<file path="src/rtl/mem_stage.sv">
// MEM stage of the 5-stage pipe: issues loads/stores on the data bus, aligns and
// extends load data, and registers the MEM/WB slot. Stalls upstream while an access is pending.
module mem_stage #(
    parameter int unsigned XLEN       = 32,
    parameter int unsigned CSR_OP_W   = 2,
    parameter int unsigned CSR_ADDR_W = 12
) (
    input  logic                  clk,
    input  logic                  rst,

    input  logic                  ex2mem_valid,
    input  logic                  ex2mem_reg_wen,
    input  logic [4:0]            ex2mem_reg_waddr,
    input  logic [XLEN-1:0]       ex2mem_alu_out,
    input  logic                  ex2mem_mem_rd,
    input  logic                  ex2mem_mem_wr,
    input  logic [1:0]            ex2mem_mem_size,
    input  logic                  ex2mem_mem_unsigned,
    input  logic [XLEN-1:0]       ex2mem_mem_wdata,
    input  logic                  ex2mem_csr_rd,
    input  logic [CSR_OP_W-1:0]   ex2mem_csr_wr_op,
    input  logic [XLEN-1:0]       ex2mem_csr_wdata,
    input  logic [CSR_ADDR_W-1:0] ex2mem_csr_addr,
    input  logic                  ex2mem_sel_csr,
    input  logic                  ex2mem_ill_instr,

    output logic                  mem_stall,

    output logic                  dbus_req,
    output logic                  dbus_we,
    output logic [XLEN-1:0]       dbus_addr,
    output logic [XLEN-1:0]       dbus_wdata,
    output logic [3:0]            dbus_byteen,
    input  logic                  dbus_ready,
    input  logic                  dbus_rvalid,
    input  logic [XLEN-1:0]       dbus_rdata,

    output logic                  mem2wb_reg_wen,
    output logic [4:0]            mem2wb_reg_waddr,
    output logic [XLEN-1:0]       mem2wb_reg_wdata,
    output logic                  mem2wb_csr_rd,
    output logic [CSR_OP_W-1:0]   mem2wb_csr_wr_op,
    output logic [XLEN-1:0]       mem2wb_csr_wdata,
    output logic [CSR_ADDR_W-1:0] mem2wb_csr_addr,
    output logic                  mem2wb_sel_csr,
    output logic                  mem2wb_ill_instr,
    output logic                  mem2wb_misaligned
);

    localparam int unsigned SZ_BYTE = 0;
    localparam int unsigned SZ_HALF = 1;

    typedef enum logic [0:0] {
        IDLE     = 1'b0,
        WAIT_RSP = 1'b1
    } state_e;

    state_e state_q, state_d;

    // Load formatting info captured when the request is accepted
    logic [1:0] off_q, off_d;
    logic [1:0] size_q, size_d;
    logic       uns_q, uns_d;

    logic                  reg_wen_q, reg_wen_d;
    logic [4:0]            reg_waddr_q, reg_waddr_d;
    logic [XLEN-1:0]       reg_wdata_q, reg_wdata_d;
    logic                  csr_rd_q, csr_rd_d;
    logic [CSR_OP_W-1:0]   csr_wr_op_q, csr_wr_op_d;
    logic [XLEN-1:0]       csr_wdata_q, csr_wdata_d;
    logic [CSR_ADDR_W-1:0] csr_addr_q, csr_addr_d;
    logic                  sel_csr_q, sel_csr_d;
    logic                  ill_instr_q, ill_instr_d;
    logic                  misaligned_q, misaligned_d;

    logic [1:0]      off_c;
    logic            is_mem_c;
    logic            aligned_c;
    logic            access_c;
    logic            misaligned_c;
    logic [XLEN-1:0] store_wdata_c;
    logic [3:0]      store_be_c;
    logic [XLEN-1:0] shifted_c;
    logic [XLEN-1:0] load_data_c;
    logic            retire_c;
    logic            ret_mis_c;
    logic [XLEN-1:0] ret_data_c;

    assign off_c        = ex2mem_alu_out[1:0];
    assign is_mem_c     = ex2mem_mem_rd | ex2mem_mem_wr;
    assign access_c     = ex2mem_valid & is_mem_c & aligned_c;
    assign misaligned_c = ex2mem_valid & is_mem_c & ~aligned_c;

    always_comb begin
        aligned_c = 1'b0;
        case (ex2mem_mem_size)
            2'(SZ_BYTE): aligned_c = 1'b1;
            2'(SZ_HALF): aligned_c = ~off_c[0];
            default:     aligned_c = (off_c == 2'b00);
        endcase
    end

    // Store data replicated across lanes; byte enables pick the addressed lane(s)
    always_comb begin
        store_wdata_c = ex2mem_mem_wdata;
        store_be_c    = 4'hF;
        case (ex2mem_mem_size)
            2'(SZ_BYTE): begin
                store_wdata_c = {4{ex2mem_mem_wdata[7:0]}};
                store_be_c    = 4'b0001 << off_c;
            end
            2'(SZ_HALF): begin
                store_wdata_c = {2{ex2mem_mem_wdata[15:0]}};
                store_be_c    = 4'b0011 << off_c;
            end
            default: begin
                store_wdata_c = ex2mem_mem_wdata;
                store_be_c    = 4'hF;
            end
        endcase
    end

    assign shifted_c = dbus_rdata >> {off_q, 3'b000};

    always_comb begin
        load_data_c = shifted_c;
        case (size_q)
            2'(SZ_BYTE): load_data_c = uns_q ? XLEN'(shifted_c[7:0])
                                             : {{(XLEN-8){shifted_c[7]}}, shifted_c[7:0]};
            2'(SZ_HALF): load_data_c = uns_q ? XLEN'(shifted_c[15:0])
                                             : {{(XLEN-16){shifted_c[15]}}, shifted_c[15:0]};
            default:     load_data_c = shifted_c;
        endcase
    end

    always_ff @(posedge clk or posedge rst) begin
        if (rst) begin
            state_q <= IDLE;
            off_q   <= 2'b00;
            size_q  <= 2'b00;
            uns_q   <= 1'b0;
        end else begin
            state_q <= state_d;
            off_q   <= off_d;
            size_q  <= size_d;
            uns_q   <= uns_d;
        end
    end

    // Bus FSM: request straight from EX/MEM in IDLE, then wait for read data
    always_comb begin
        state_d     = state_q;
        off_d       = off_q;
        size_d      = size_q;
        uns_d       = uns_q;
        dbus_req    = 1'b0;
        dbus_we     = 1'b0;
        dbus_addr   = {ex2mem_alu_out[XLEN-1:2], 2'b00};
        dbus_wdata  = store_wdata_c;
        dbus_byteen = store_be_c;
        mem_stall   = 1'b0;
        retire_c    = 1'b0;
        ret_mis_c   = 1'b0;
        ret_data_c  = ex2mem_alu_out;

        case (state_q)
            IDLE: begin
                if (access_c) begin
                    dbus_req = 1'b1;
                    dbus_we  = ~ex2mem_mem_rd;
                    if (dbus_ready) begin
                        if (ex2mem_mem_rd) begin
                            state_d   = WAIT_RSP;
                            mem_stall = 1'b1;
                            off_d     = off_c;
                            size_d    = ex2mem_mem_size;
                            uns_d     = ex2mem_mem_unsigned;
                        end else begin
                            retire_c = 1'b1;
                        end
                    end else begin
                        mem_stall = 1'b1;
                    end
                end else if (misaligned_c) begin
                    retire_c  = 1'b1;
                    ret_mis_c = 1'b1;
                end else if (ex2mem_valid) begin
                    retire_c = 1'b1;
                end
            end
            WAIT_RSP: begin
                if (dbus_rvalid) begin
                    state_d    = IDLE;
                    retire_c   = 1'b1;
                    ret_data_c = load_data_c;
                end else begin
                    mem_stall = 1'b1;
                end
            end
            default: state_d = IDLE;
        endcase
    end

    // Non-retiring cycles write a bubble so WB never repeats side effects
    always_comb begin
        reg_wen_d    = retire_c & ex2mem_reg_wen & ~ret_mis_c;
        reg_waddr_d  = ex2mem_reg_waddr;
        reg_wdata_d  = ret_data_c;
        csr_rd_d     = retire_c & ex2mem_csr_rd;
        csr_wr_op_d  = retire_c ? ex2mem_csr_wr_op : '0;
        csr_wdata_d  = ex2mem_csr_wdata;
        csr_addr_d   = ex2mem_csr_addr;
        sel_csr_d    = ex2mem_sel_csr;
        ill_instr_d  = retire_c & ex2mem_ill_instr;
        misaligned_d = ret_mis_c;
    end

    always_ff @(posedge clk or posedge rst) begin
        if (rst) begin
            reg_wen_q    <= 1'b0;
            reg_waddr_q  <= '0;
            reg_wdata_q  <= '0;
            csr_rd_q     <= 1'b0;
            csr_wr_op_q  <= '0;
            csr_wdata_q  <= '0;
            csr_addr_q   <= '0;
            sel_csr_q    <= 1'b0;
            ill_instr_q  <= 1'b0;
            misaligned_q <= 1'b0;
        end else begin
            reg_wen_q    <= reg_wen_d;
            reg_waddr_q  <= reg_waddr_d;
            reg_wdata_q  <= reg_wdata_d;
            csr_rd_q     <= csr_rd_d;
            csr_wr_op_q  <= csr_wr_op_d;
            csr_wdata_q  <= csr_wdata_d;
            csr_addr_q   <= csr_addr_d;
            sel_csr_q    <= sel_csr_d;
            ill_instr_q  <= ill_instr_d;
            misaligned_q <= misaligned_d;
        end
    end

    assign mem2wb_reg_wen    = reg_wen_q;
    assign mem2wb_reg_waddr  = reg_waddr_q;
    assign mem2wb_reg_wdata  = reg_wdata_q;
    assign mem2wb_csr_rd     = csr_rd_q;
    assign mem2wb_csr_wr_op  = csr_wr_op_q;
    assign mem2wb_csr_wdata  = csr_wdata_q;
    assign mem2wb_csr_addr   = csr_addr_q;
    assign mem2wb_sel_csr    = sel_csr_q;
    assign mem2wb_ill_instr  = ill_instr_q;
    assign mem2wb_misaligned = misaligned_q;

endmodule
</file>
<file path="config.mk">
export PLATFORM = sky130hd
export DESIGN_NAME = mem_stage
export DESIGN_NICKNAME = d
export VERILOG_FILES = /design/src/rtl/mem_stage.sv
export SDC_FILE = /design/constraint.sdc
export NUM_CORES = 1
export LEC_CHECK = 0
export CORE_AREA = 2 2 124 126
export DETAILED_ROUTE_END_ITERATION = 6
export DIE_AREA = 0 0 126 128
export MAX_ROUTING_LAYER = met4
export PLACE_DENSITY_LB_ADDON = 0.1
export SLEW_MARGIN = 20
export SYNTH_ARGS = -nofsm -noshare
export SYNTH_HDL_FRONTEND = slang
export SYNTH_SLANG_ARGS = --single-unit
</file>
<file path="constraint.sdc">
create_clock -name clk -period 5.1 [get_ports clk]
set_input_delay 1.02 -clock clk [delete_from_list [all_inputs] [get_ports clk]]
set_output_delay 1.02 -clock clk [all_outputs]
set_load 0.02 [all_outputs]
</file>
==> impl_results.md, run 1 <==
* Cell area power density at 289.5 nW/µm²
* Root Buffer: clkbuf_16
* Leak pwr at 3.085 nW
* Die area at 16130 µm²
* Critical Path Fanout Max at 15
* Core area at 14860 µm²
* Final net count at 782
* Worst vdd ir at 0.1497 mV
* Share of layout cells above drive strength 1 at 10.06%
* Final Hold Fails at 0
* Sum Neg Setup Slack at 0 ns
* CTS sink cnt at 94
* WP data arrival at 3.25 ns
* Crit end category: output port
* Tightest Pin Transition at 0.7451 ns
* Crit-path slowest cell: clkdlybuf4s50_1
* Max cap viols at 0
* Cells after Synth at 346
* Boundary pin count at 320
* Post-route ant nets at 0
* Largest net degree at the start of global routing at 62
* Routed length per instance at 17.70 µm
* Mapped cell area at 4155 µm²
* Clk_lat worst skew at 0.35 ns
* CP most frequent cell: clkdlybuf4s50_1
* Crit-path cells: clkdlybuf4s50_1 -> nor2_1 -> mux2_2 -> clkdlybuf4s50_1
* H-tree depth at 3
* EDFF count, synth at 0
* Cts bufs inserted at 9
* Fillers at 1370
* 1st-pass router iterations at 4
* Outcome: complete, no violations
* Residual DRC at 0
* Clock buffer depth at 2
* Worst Setup EP: dbus_wdata[11]
* Tcrit/Tclk final at 83.71%
* Worst setup path start: ex2mem_mem_size[1]
* Crit Path Category: input pin to output port
* Fin crit period at 4.269 ns
* Slowest cell delay on critical path at 0.64 ns
* Fmax at 0.2342 GHz
* Worst EP required at 4.08 ns
* Initial antenna violation count at 1
* Vias per Instance at 4.525
* Yosys warns at 0
* Routed wire length at 14420 µm
* Synth unique cells at 31
* CP Launch Type: input pin
* Ys flop type: dfrtp_1
* CTS tree: done
* Depth of the worst register-to-register path at 5
* Finish-stage setup viols at 0
* Die X at 126 µm
* Layout Utilization at 50.67%
* Initial DRC count at 138
* Port bufs at 317
* Setup Buffers After CTS at 0
* FF+latch count, synth at 94
* RSZ-0062 raised after global routing: false
* Routed vias at 3688
* Avg Inst Size Synth at 12.01 µm²
* Initial core utilization at 27.95%
* R2r startpoint: state_q
* GRT overflow at 0
* Slew margin rel. at 50.32%
* Area growth syn-to-layout at 81.27%
* CTS Hold Buffers Added at 0
* Sequential area share after synthesis at 56.61%
* R2R setup slack at 2.76 ns
* Worst hold path type: flop to flop
* CTS resizes at 0
* Chip height at 128 µm
* Clock slew at reported path FFs at 0.07 ns
* GRT Overall Usage at 18.27%
* First-pass GRT wire length at 21560 µm
* RR Endpoint: mem2wb_reg_wdata[31]
* Hpwl dp at 11630 µm
* Final Max Tran Viols at 0
* Worst-case clock skew at 0.005132 ns
* Cell Rows at 45
* Post-synth ARST share at 100.0%
* GP Congestion at 0.7756
* Post-layout power at 2.181 mW
* Vias in the first global route at 3761
how the worst min path moves through the flow:
| stage | from | endpoint | slack [ns] | depth (start not counted) |
|---|---|---|---|---|
| after floorplan | uns_q | uns_q | 0.50 | 1 |
| after global placement | uns_q | uns_q | 0.53 | 1 |
| after detailed placement | uns_q | uns_q | 0.53 | 1 |
| after CTS | uns_q | uns_q | 0.55 | 1 |
| after global routing | uns_q | uns_q | 0.58 | 1 |
| final | uns_q | uns_q | 0.54 | 1 |
through the flow:
stage	area, µm²	hold slack, ns	std cells	setup slack [ns]
after floorplan	4159	0.5046	347	1.631
after global placement	7211	0.5291	798	0.8310
after detailed placement	7211	0.5316	798	0.7948
after CTS	7527	0.5454	814	0.7952
after global routing	7532	0.5794	815	0.6929
final	7532	0.5439	815	0.8310
cell usage after synthesis (all sizes together), types with 3 or more instances:
cell type  instances  area [µm²]
nor2              19       71.32
o2bb2ai            8       70.07
a21oi             17       85.08
nor2b              8       50.05
clkbuf             8       30.03
nand2b             3       18.77
o21ai             21       105.1
a221o             16       167.7
nand2             28       105.1
mux2i             25       250.2
mux2              30       337.8
buf               50       359.1
dfrtp             94        2352
logic make-up (layout without fill, tap and decap cells):
family                 count (synthesis)  after routing  synth area share (%)
buffers and inverters                 60            339                 9.545
AOI/OAI and AO/OA                     68             68                 11.65
other                                  1              3               0.09025
muxes                                 56             56                 14.69
DFF                                   94             94                 56.61
and+or+nand+nor                       67             67                 7.408
cell type report:
type                    count  area [µm²]  share of cell area [%]
flip-flops and latches     94        2355                   31.26
clock inverters             6       77.57                   1.030
repair buffers            321        3203                   42.52
clock buffers              10       239.0                   3.173
well taps                 188       235.2                   3.123
inverters                   2       10.01                  0.1329
multi-input cells         193        1410                   18.72
diodes                      1       2.502                 0.03322
state kept, by name, indices dropped and copies added, names as in the netlist, 2 cells and up:
register,cells
mem2wb_csr_wdata,32
mem2wb_reg_wdata,32
mem2wb_csr_addr,12
mem2wb_reg_waddr,5
mem2wb_csr_wr_op,2
off_q,2
size_q,2
critical path: cells and delay by family:
kind                   cells  cell delay, ns
buffers and inverters      2            1.19
muxes                      1            0.41
and+or+nand+nor            1            0.63
where the power goes:
part / internal [mW] / leakage (nW) / switching (mW) / total, mW
Combinational: 0.341 / 1.82 / 0.277 / 0.617
Sequential: 0.798 / 1.11 / 0.0578 / 0.856
Clock: 0.403 / 0.153 / 0.304 / 0.707
Total: 1.54 / 3.08 / 0.639 / 2.18
cell usage in the layout, fill, tap and decap left out, drive strengths merged, types with 5 or more instances in the layout:
cell,instances
mux2,30
nand2,28
dfrtp,94
clkbuf,10
a221o,16
mux2i,25
inv,5
a21oi,17
o2bb2ai,8
clkdlybuf4s50,317
nor2,19
o21ai,21
nor2b,8
routing by layer:
metal | vias up | GRT usage [%] | share of wire [%]
met3 | 13 | 5.259 | 7.7
met1 | 1756 | 20.64 | 39
met2 | 194 | 31.56 | 52
li1 | 1725 | - | -
met5 | - | - | 0
met4 | 0 | 5.495 | 1.2
(Power assumes the default switching activity.)
==> run 2, diff against run 1 <==
clock period = 4.36 ns   (was 5.1 ns; I/O delays follow)
==> run 2 against run 1 <==
  * Clock skew grew 0.0019 ns
  * Via count increased by 0.11%
  * Non-clock buffer count rose by 2
  * Sequential power up 17%
  * Critical path type unchanged
==> impl_results.md, run 2 (synthesis results as in run 1) <==
* Outcome: complete, no violations
* GRT overflow at 0
* Depth of the worst register-to-register path at 3
* Worst hold path type: flop to flop
* DP Area at 7226 µm²
* Cells after DPL at 800
* Finish-stage setup viols at 0
* WP data arrival at 2.89 ns
* Cell Rows at 45
* Vias in the first global route at 3767
* 1st-pass router iterations at 5
* Initial core utilization at 27.95%
* Max cap viols at 0
* Commonest non-fill, non-tap cell in the layout: clkdlybuf4s50_1
* Routed wire length at 14450 µm
* Final net count at 784
* RR Endpoint: mem2wb_reg_wdata[30]
* Worst setup path start: ex2mem_alu_out[1]
* H-tree depth at 3
* Largest net degree at the start of global routing at 80
* CP delay by family, top: buffers and inverters
* R2R setup slack at 2.02 ns
* Crit end category: output port
* RSZ-0062 raised after global routing: false
* Worst-case clock skew at 0.007021 ns
* Worst Setup EP: mem_stall
* GRT Overall Usage at 18.33%
* Cell area power density at 343.0 nW/µm²
* Setup Buffers After CTS at 0
* CTS resizes at 0
* Initial antenna violation count at 0
* Die X at 126 µm
* Post-route ant nets at 0
* CTS tree: done
* Tcrit/Tclk final at 86.33%
* Clock buffer depth at 2
* Routed length per instance at 17.71 µm
* Share of layout cells above drive strength 1 at 10.35%
* Most frequent cells in the layout: clkdlybuf4s50_1, dfrtp_1, mux2_2, nand2_1, mux2i_1
* R2r startpoint: off_q[1]
* Fin crit period at 3.764 ns
* Crit Path Category: input pin to output port
* Tightest Pin Transition at 0.7340 ns
* Core area at 14860 µm²
* Clk_lat worst skew at 0.35 ns
* Worst vdd ir at 0.1881 mV
* Layout Utilization at 50.86%
* Crit-path slowest cell: clkdlybuf4s50_1
* Final Max Tran Viols at 0
* Vias per Instance at 4.525
* CTS sink cnt at 94
* Chip height at 128 µm
* First-pass GRT wire length at 21430 µm
* Post-route cell area at 7560 µm²
* Slowest cell delay on critical path at 0.65 ns
* Antenna Diode Count at 0
* Final Non-Filler Cells at 816
* Leak pwr at 3.096 nW
* Cts bufs inserted at 9
* Final Hold Fails at 0
* Boundary pin count at 320
* Crit-path cells: clkdlybuf4s50_1 -> o21ai_0 -> o211ai_1 -> o21ai_0 -> clkdlybuf4s50_1
* CTS Hold Buffers Added at 0
* Slew margin rel. at 50.86%
* Residual DRC at 0
* Final hold slack at 0.5504 ns
* GP Congestion at 0.7750
* Clock slew at reported path FFs at 0.07 ns
* Critical Path Stages at 5
* CP Launch Type: input pin
* Routed vias at 3692
* Critical Path Fanout Max at 8
* Worst EP required at 3.49 ns
* Die area at 16130 µm²
* Port bufs at 317
* Sum Neg Setup Slack at 0 ns
* Fmax at 0.2657 GHz
* Area growth syn-to-layout at 81.93%
* Root Buffer: clkbuf_16
* Bufs and invs on worst path at 2
* Hpwl dp at 11460 µm
* Initial DRC count at 135
==> run 2: worst reg2reg max path: cells and delay by family, from the launching register on <==
kind / cells / cell delay [ns]
and+or+nand+nor: 2 / 1.37
AOI/OAI and AO/OA: 1 / 0.27
DFF: 1 / 0.64
==> run 2: final cells by class <==
| class | count | area (µm²) |
|---|---|---|
| clock buffer | 9 | 225.2 |
| tap | 188 | 235.2 |
| inverter | 2 | 12.51 |
| fill | 1375 | 7305 |
| timing repair buffer | 323 | 3218 |
| multi-input combinational | 193 | 1410 |
| sequential | 94 | 2355 |
| clock inverter | 7 | 103.9 |
==> run 2: worst min-delay path by stage <==
stage	startpoint	end	slack, ns	depth (start not counted)
2_1_floorplan	uns_q	uns_q	0.50	1
3_3_place_gp	uns_q	uns_q	0.53	1
3_5_place_dp	uns_q	uns_q	0.53	1
4_1_cts	uns_q	uns_q	0.55	1
5_1_grt	uns_q	uns_q	0.56	1
6_report	uns_q	uns_q	0.55	1
==> run 2: through the flow <==
step | total power, mW | setup slack [ns]
floorplan | 1.372 | 1.039
global placement | 1.748 | 0.5946
detailed placement | 1.755 | 0.5601
CTS | 2.637 | 0.5607
global route | 2.724 | 0.4149
finish | 2.593 | 0.5960
==> run 2: report_power, final <==
group	total, mW	internal [mW]	switching [mW]
clock network	0.867	0.511	0.356
logic	0.723	0.400	0.323
registers	1.00	0.934	0.0690
==> run 2: metal layers <==
metal	vias up	part of all wire, %	GRT usage [%]
met1	1719	38	20.25
met5	-	0	-
met4	0	2.4	7.498
li1	1735	-	-
met3	23	8.6	5.551
met2	215	51	31.02
==> run 3, diff against run 2 <==
CORE_AREA = 2 2 123 125   (was 2 2 124 126)
DIE_AREA = 0 0 125 127   (was 0 0 126 128)
clock period = 3.1 ns   (was 4.36 ns; I/O delays follow)
==> run 3 against run 2 <==
  * Power grew 38%
  * Clock power grew 31%
  * Flip-flop and latch count did not move
  * Final cell count rose by 0.74%
  * Critical path type unchanged
==> impl_results.md, run 3 (synthesis results as in run 1) <==
* Pint at 2.529 mW
* Initial antenna violation count at 0
* Worst-case clock skew at 0.007897 ns
* Largest net degree at the start of global routing at 62
* CTS resizes at 0
* Routed wire length at 14760 µm
* Hpwl dp at 11860 µm
* Area growth syn-to-layout at 83.38%
* Final Max Tran Viols at 0
* Antenna Diode Count at 0
* Tightest Pin Transition at 0.7375 ns
* Sequential Power Share at 37.6%
* Combinational power share at 30.6%
* Finish-stage setup viols at 0
* Clock Power Share at 31.8%
* Switching share of power at 29.54%
* Final net count at 794
* Cts bufs inserted at 9
* Critical Path Fanout Max at 19
* Crit Path Category: input pin to output port
* Die area at 15880 µm²
* WP data arrival at 2.35 ns
* Worst hold path type: flop to flop
* RSZ-0062 raised after global routing: false
* Outcome: complete, no violations
* CTS tree: done
* Final hold slack at 0.5711 ns
* Worst EP required at 2.48 ns
* Slew margin rel. at 50.73%
* Residual DRC at 0
* Commonest non-fill, non-tap cell in the layout: clkdlybuf4s50_1
* CTS Hold Buffers Added at 0
* Boundary pin count at 320
* Initial core utilization at 28.81%
* GRT overflow at 0
* Worst vdd ir at 0.2543 mV
* Post-route ant nets at 0
* Cell Rows at 44
* Leak pwr at 3.175 nW
* Pre-CTS setup slack at 0.01719 ns
* Fin worst setup slack at 0.1269 ns
* Routed vias at 3712
* Vias in the first global route at 3884
* Final Hold Fails at 0
* CP Launch Type: input pin
* Max cap viols at 0
* Tcrit/Tclk final at 95.91%
* Routed length per instance at 17.96 µm
* First-pass GRT wire length at 21900 µm
* Root Buffer: clkbuf_16
* Share of layout cells above drive strength 1 at 11.44%
* Fmax at 0.3363 GHz
* GP Congestion at 0.7893
* Vias per Instance at 4.516
* 1st-pass router iterations at 4
* CTS sink cnt at 94
* Initial DRC count at 170
* Setup Buffers After CTS at 0
* Most frequent cells in the layout: clkdlybuf4s50_1, dfrtp_1, mux2_2, nand2_1, mux2i_1
* Sum Neg Setup Slack at 0 ns
* Die X at 125 µm
* Fin crit period at 2.973 ns
* GRT Overall Usage at 18.77%
* H-tree depth at 3
* Port bufs at 317
* Cell area power density at 471.1 nW/µm²
* Chip height at 127 µm
* Clock buffer depth at 2
* Net Sw Power at 1.060 mW
* Crit end category: output port
* Clk_lat worst skew at 0.35 ns
* Clock slew at reported path FFs at 0.07 ns
* Core area at 14420 µm²
[run 3: cell types whose count changed in the layout (fill, tap and decap cells not counted), sizes merged]
cell	delta
clkdlybuf4s50	-2
bufinv	-1
clkinv	+1
buf	+10
dlymetal6s2s	+2
[run 3: final timing paths]
path,slack (ns),from,cells after the start,end
max,0.13,ex2mem_mem_size[1],4,dbus_wdata[16]
min,0.57,state_q,2,state_q
max reg2reg,1.13,off_q[1],4,mem2wb_reg_wdata[20]
min reg2reg,0.57,state_q,2,state_q
max in group asynchronous,1.77,rst,3,mem2wb_reg_wdata[11]
min in group asynchronous,0.63,rst,2,mem2wb_csr_addr[9]
[run 3: cell type report]
| class | count | area (µm²) |
|---|---|---|
| fillers | 1281 | 6804 |
| repair buffers | 333 | 3311 |
| flip-flops and latches | 94 | 2352 |
| multi-input cells | 193 | 1410 |
| well taps | 184 | 230.2 |
| clock buffers | 9 | 225.2 |
| clock inverters | 7 | 81.33 |
| inverters | 2 | 10.01 |
[run 3: per-stage QoR]
step	total power, mW	cells	area [µm²]	utilization (%)
3_3_place_gp	2.474	806	7308	50.67
4_1_cts	3.650	822	7615	52.79
5_1_grt	3.758	822	7620	52.83
3_5_place_dp	2.483	806	7308	50.67
2_1_floorplan	1.930	347	4159	-
6_report	3.590	822	7620	52.83
[run 3: worst max-delay path, cell delays in order]
cell and delay, ns:
clkdlybuf4s50_1 0.56, buf_4 0.26, mux2_2 0.37, clkdlybuf4s50_1 0.54
[run 3: power by group through the flow]
stage / Combinational, mW / Clock (mW) / Sequential (mW)
2_1_floorplan: 0.467 / 0 / 1.46
3_3_place_gp: 1.10 / 0 / 1.37
3_5_place_dp: 1.11 / 0 / 1.37
4_1_cts: 1.11 / 1.19 / 1.35
5_1_grt: 1.17 / 1.23 / 1.36
6_report: 1.10 / 1.14 / 1.35
[run 3: per-layer routing]
metal / global-route usage [%] / vias up / routed length (µm) / part of all wire (%)
li1: - / 1748 / - / -
met1: 20.14 / 1734 / 5575 / 38
met2: 32.96 / 213 / 7636 / 52
met3: 5.821 / 17 / 1258 / 8.5
met4: 6.601 / 0 / 290 / 2.0
met5: - / - / 0 / 0
